**config.mk**
```make
export PLATFORM = sky130hd
export DESIGN_NAME = enemy_formation
export DESIGN_NICKNAME = d
export VERILOG_FILES = /design/src/rtl/enemy_formation.sv
export SDC_FILE = /design/constraint.sdc
export NUM_CORES = 1
export LEC_CHECK = 0
export CAP_MARGIN = 40
export CELL_PAD_IN_SITES_DETAIL_PLACEMENT = 1
export CELL_PAD_IN_SITES_GLOBAL_PLACEMENT = 2
export CORE_ASPECT_RATIO = 0.5
export CORE_MARGIN = 1.5
export CORE_UTILIZATION = 35
export DETAILED_ROUTE_END_ITERATION = 10
export HOLD_SLACK_MARGIN = 0.15
export PLACE_DENSITY = 0.93
export SLEW_MARGIN = 10
export SYNTH_ARGS = -nofsm -noshare
export SYNTH_HDL_FRONTEND = slang
export SYNTH_SLANG_ARGS = --single-unit
```
**constraint.sdc**
```tcl
create_clock -name clk -period 13.9 [get_ports clk]
set_clock_uncertainty 0.05 [all_clocks]
set_input_delay 2.78 -clock clk [delete_from_list [all_inputs] [get_ports clk]]
set_output_delay 2.78 -clock clk [all_outputs]
set_load 0.03 [all_outputs]
```
**src/rtl/enemy_formation.sv**
```systemverilog
// Enemy formation engine: triangle-wave sweep, per-enemy alive bits with hit handshake,
// and a serial one-entry-per-clock position scan for the renderer and collision logic.
module enemy_formation #(
    parameter int unsigned ROWS     = 3,
    parameter int unsigned COLS     = 5,
    parameter int unsigned IDX_W    = 4,
    parameter int unsigned X_W      = 10,
    parameter int unsigned Y_W      = 9,
    parameter int unsigned CENTER_X = 302,
    parameter int unsigned CENTER_Y = 108,
    parameter int unsigned GAP_X    = 72,
    parameter int unsigned GAP_Y    = 60,
    parameter int unsigned SWEEP    = 72
) (
    input  logic                   clk,
    input  logic                   reset,
    input  logic                   stage_start,
    input  logic                   frame_tick,
    input  logic                   hit_valid,
    input  logic [IDX_W-1:0]       hit_index,
    output logic                   hit_ack,
    output logic                   hit_ok,
    output logic                   busy,
    output logic                   pos_valid,
    output logic [IDX_W-1:0]       pos_index,
    output logic [X_W-1:0]         pos_x,
    output logic [Y_W-1:0]         pos_y,
    output logic                   pos_alive,
    output logic [ROWS*COLS-1:0]   alive_mask,
    output logic                   all_dead,
    output logic [1:0]             phase
);

    localparam int unsigned N  = ROWS * COLS;
    localparam int unsigned TW = $clog2(SWEEP);

    logic [TW-1:0]    tick_q, tick_d;
    logic [1:0]       phase_q, phase_d;
    logic [N-1:0]     alive_q, alive_d;
    logic             all_dead_q, all_dead_d;
    logic             hit_ack_q, hit_ack_d;
    logic             hit_ok_q, hit_ok_d;
    logic             busy_q, busy_d;
    logic             pos_valid_q, pos_valid_d;
    logic [IDX_W-1:0] pos_index_q, pos_index_d;
    logic [X_W-1:0]   pos_x_q, pos_x_d;
    logic [Y_W-1:0]   pos_y_q, pos_y_d;
    logic             pos_alive_q, pos_alive_d;

    logic             emit;
    logic [IDX_W-1:0] emit_idx;
    int               row_i, col_i, disp_i, base_x_i, x_i, y_i;

    always_comb begin
        tick_d      = tick_q;
        phase_d     = phase_q;
        alive_d     = alive_q;
        hit_ack_d   = 1'b0;
        hit_ok_d    = 1'b0;
        emit        = 1'b0;
        emit_idx    = '0;
        pos_index_d = pos_index_q;
        pos_x_d     = pos_x_q;
        pos_y_d     = pos_y_q;
        pos_alive_d = pos_alive_q;
        row_i       = 0;
        col_i       = 0;
        disp_i      = 0;
        base_x_i    = 0;
        x_i         = 0;
        y_i         = 0;

        if (stage_start) begin
            tick_d  = '0;
            phase_d = '0;
            alive_d = '1;
        end else begin
            if (hit_valid) begin
                hit_ack_d = 1'b1;
                for (int unsigned k = 0; k < N; k++) begin
                    if (hit_index == IDX_W'(k) && alive_q[k]) begin
                        alive_d[k] = 1'b0;
                        hit_ok_d   = 1'b1;
                    end
                end
            end
            if (busy_q) begin
                if (pos_index_q != IDX_W'(N - 1)) begin
                    emit     = 1'b1;
                    emit_idx = pos_index_q + IDX_W'(1);
                end
            end else if (frame_tick) begin
                if (tick_q == TW'(SWEEP - 1)) begin
                    tick_d  = '0;
                    phase_d = phase_q + 2'd1;
                end else begin
                    tick_d = tick_q + TW'(1);
                end
                emit = 1'b1;
            end
        end

        // Entries are built from the post-update motion and post-hit alive state, so a hit
        // landing this cycle already shows on every entry emitted after the current one.
        if (emit) begin
            row_i = int'(emit_idx) / int'(COLS);
            col_i = int'(emit_idx) % int'(COLS);
            unique case (phase_d)
                2'd0:    disp_i = int'(tick_d);
                2'd1:    disp_i = int'(SWEEP) - int'(tick_d);
                2'd2:    disp_i = -int'(tick_d);
                default: disp_i = int'(tick_d) - int'(SWEEP);
            endcase
            base_x_i = int'(CENTER_X) + (col_i - int'((COLS - 1) / 2)) * int'(GAP_X);
            x_i      = row_i[0] ? base_x_i + disp_i : base_x_i - disp_i;
            y_i      = int'(CENTER_Y) + (row_i - int'((ROWS - 1) / 2)) * int'(GAP_Y);
            pos_index_d = emit_idx;
            pos_alive_d = alive_d[emit_idx];
            pos_x_d     = pos_alive_d ? x_i[X_W-1:0] : '1;
            pos_y_d     = pos_alive_d ? y_i[Y_W-1:0] : '1;
        end

        busy_d      = emit;
        pos_valid_d = emit;
        all_dead_d  = (alive_d == '0);
    end

    always_ff @(posedge clk) begin
        if (reset) begin
            tick_q      <= '0;
            phase_q     <= '0;
            alive_q     <= '1;
            all_dead_q  <= 1'b0;
            hit_ack_q   <= 1'b0;
            hit_ok_q    <= 1'b0;
            busy_q      <= 1'b0;
            pos_valid_q <= 1'b0;
            pos_index_q <= '0;
            pos_x_q     <= '0;
            pos_y_q     <= '0;
            pos_alive_q <= 1'b0;
        end else begin
            tick_q      <= tick_d;
            phase_q     <= phase_d;
            alive_q     <= alive_d;
            all_dead_q  <= all_dead_d;
            hit_ack_q   <= hit_ack_d;
            hit_ok_q    <= hit_ok_d;
            busy_q      <= busy_d;
            pos_valid_q <= pos_valid_d;
            pos_index_q <= pos_index_d;
            pos_x_q     <= pos_x_d;
            pos_y_q     <= pos_y_d;
            pos_alive_q <= pos_alive_d;
        end
    end

    assign hit_ack    = hit_ack_q;
    assign hit_ok     = hit_ok_q;
    assign busy       = busy_q;
    assign pos_valid  = pos_valid_q;
    assign pos_index  = pos_index_q;
    assign pos_x      = pos_x_q;
    assign pos_y      = pos_y_q;
    assign pos_alive  = pos_alive_q;
    assign alive_mask = alive_q;
    assign all_dead   = all_dead_q;
    assign phase      = phase_q;

endmodule

```
==> impl_metrics.tcl <==
set metrics [dict create \
    outcome "finished, final reports clean" \
    syn-cell-area_sq_um 4272 \
    ys_top_cells_by_area "dfxtp_1 (23%), ha_1 (10%), nor2_1 (5.8%)" \
    hpwl_um 10130 \
    dp_slack_ns 4.158 \
    post_drt_via_cell_ratio 5.532 \
    post-cts-setup-buffers 0 \
    met2_usage 0.3703 \
    grt_usage 0.2065 \
    area_delta_synth_final_pct 19.51 \
    final_cell_area_sq_um 5105 \
    power.switching_uw 103.8 \
    yosysTopAreaCell "dfxtp_1" \
    grt_use_met1 0.2656 \
    drcViolationCount 0 \
    ys_seq_area_frac 0.2296 \
    setup_slack_ns 4.363 \
    crit_top_cell "ha_1" \
    wl_per_cell_um 17.12 \
    critPathRequiredTime_ns 14.07 \
    worst-path-buf-inv 4 \
    crit_path_max_incr_delay_ns 0.49 \
    period_share 0.6861 \
    hold_class "flip-flop to flip-flop" \
    leakage_uw 0.001956 \
    setup_violations 0 \
    ctsHoldBuffers 0 \
    ys.warnings.count 0 \
    dr_total_vias 4282 \
    rsz0062_at_grt "no" \
    cpMaxStageDelayCell "a221oi_1" \
    drive_gt1_frac 0.04926 \
    tns_ns 0 \
    p_int_uw 263.8 \
    numCtsBuffers 5 \
    syn_nets 614 \
    synth_top_area_share 0.2296 \
    die-area_sq_um 12920 \
    ys.flop_type "dfxtp_1" \
    cts_max_level 2 \
    arrival_ns 9.70 \
    nets 652 \
    num_antenna_cells 0 \
    vdd_drop_max_mv 0.03936 \
    io_pins 55 \
    grt.overflow.total 0 \
    syn_inst 570 \
    r2r-start "pos_index[0]" \
    pwr-share-comb 0.196 \
    slew_headroom 0.5818 \
    cp-end-kind "flip-flop" \
    synth-edff-count 0 \
    post_cts_resized 0 \
    start_util 0.3607 \
    firstDrtPassIters 4 \
    pwr-share-seq 0.408 \
    p_per_area_nw_per_um2 72.00 \
    drt_iter0_drc 245 \
    use_met3 0.03166 \
    wl_um 13250 \
    power_frac_clock 0.396 \
    clk_pin_slew_ns 0.07 \
    cts_max_path_buffers 2 \
    crit_path_start_kind "primary input" \
    ys_async_sr_fraction 0 \
    cts.sinks 49 \
    p_total_uw 367.5 \
    max_freq_mhz 104.9 \
    port_buffers 54 \
    cts_tree "yes" \
    ys_ff_latch 49 \
    syn_area_per_cell_sq_um 7.494 \
    placed_area_sq_um 4932 \
    worst_pin_slew_ns 0.6224 \
    switching_share 0.2823 \
    grt_antenna_before_repair 0 \
    core-area_sq_um 11840 \
    slew_violations 0 \
    clk_root_buffer_cell "clkbuf_16" \
    crit_path_start "stage_start" \
    maxCapViolations 0 \
    synth_cell_types 68 \
    insertion_delay_ns 0.30 \
    grt_pass1_wl_um 21580 \
    num_rows 28 \
    cpLargestDelayFamily "adder cells" \
    final_hold_viol_count 0 \
    place_congestion 0.8796 \
    ant_nets 0 \
    criticalPathCategory "primary input to flip-flop" \
    crit_fanout 31 \
    grt_pass1_vias 4162 \
    min_from "alive_mask[10]" \
    die_w_um 159.2 \
    die_h_um 81.12 \
    grt_max_degree 34 \
    layout_min_cycle_time_ns 9.537 \
    busiest_layer "met2" \
]
power by group through the flow:
stage          sequential [uW]  clock [uW]  combinational (uW)
6_report                   150         145                72.1
5_1_grt                    151         153                78.3
4_1_cts                    150         148                72.3
3_5_place_dp               153           0                71.7
3_3_place_gp               153           0                70.4
2_1_floorplan              163           0                37.0
layout by cell type (no fill, tap or decap), drive strengths merged, types with 4 or more instances in the layout:
cell           synthesis  layout
nand2b                17      17
nor2                  66      66
nand3                 10      10
inv                   34      34
nand4                  9       9
and2                   6       6
or2                    7       7
a21o                   7       7
or3                    8       8
a211oi                20      20
dfxtp                 49      49
o22ai                  4       4
o21ai                 48      48
xnor2                 26      26
nor3                  16      16
ha                    34      34
o31ai                  4       4
nand2                 46      46
xor2                  12      12
nand3b                 5       5
clkdlybuf4s50          0      54
mux2i                  9       9
buf                    9       6
nor2b                  9       9
a31oi                  5       5
a21oi                 31      31
clkbuf                20       7
metal layers:
layer	wire, um	share of wire
met1	6321	0.48
met2	6314	0.48
met3	424	0.032
met4	191	0.014
met5	0	0
registers in the layout, indices dropped and copies added (netlist names):
name,count
alive_mask,15
all_dead,1
hit_ack,1
hit_ok,1
phase,2
pos_alive,1
pos_index,4
pos_valid,1
pos_x,10
pos_y,6
tick_q,7
cell families after synthesis:
family / after synthesis / share of synthesized area
AOI/OAI and AO/OA: 160 / 0.2478
xor gates and xnor gates: 39 / 0.08319
adders and majority gates: 35 / 0.1043
buffers and inverters: 64 / 0.06151
DFF: 49 / 0.2296
muxes: 11 / 0.02900
and+or+nand+nor: 212 / 0.2446
worst paths after layout:
path | to | slack (ns) | cells past startpoint
worst max-delay path | pos_x[9] | 4.36 | 28
worst min-delay path | alive_mask[10] | 0.44 | 2
worst max register to register | pos_x[9] | 6.27 | 28
worst min register to register | alive_mask[10] | 0.44 | 2
area by class of cell:
| class | count | area (sq um) |
|---|---|---|
| Multi-Input combinational cell | 457 | 3028 |
| Timing Repair Buffer | 60 | 585.6 |
| Inverter | 35 | 131.4 |
| Clock inverter | 1 | 30.03 |
| Sequential cell | 49 | 980.9 |
| Clock buffer | 7 | 142.6 |
| Fill cell | 1481 | 6736 |
| Tap cell | 165 | 206.4 |
synthesized netlist by cell type (all sizes together) (4+ instances only):
master and n:
ha 34, nand2b 17, dfxtp 49, o22ai 4
nand3b 5, a21oi 31, o31ai 4, nor2 66
nand2 46, clkbuf 20, a21o 7, buf 9
a31oi 5, xnor2 26, or2 7, nand3 10
inv 34, or3 8, nor2b 9, o21ai 48
xor2 12, nor3 16, nand4 9, mux2i 9
and2 6, a211oi 20
stage by stage:
step                std cells  hold slack [ns]  utilization
floorplan                 570           0.5335            -
global placement          766           0.4051       0.4165
detailed placement        766           0.4162       0.4165
CTS                       774           0.4290       0.4311
global route              774           0.4573       0.4311
finish                    774           0.4352       0.4311
worst register-to-register path, delay by kind of cell, from the launching register on:
kind | cells | cell delay, ns
compound gates | 7 | 1.68
xor+xnor | 4 | 1.09
fa+ha+maj | 7 | 2.38
buf+inv | 4 | 0.67
flops | 1 | 0.70
simple gates | 6 | 0.99
Note: power is estimated with default switching activity, not from simulation.
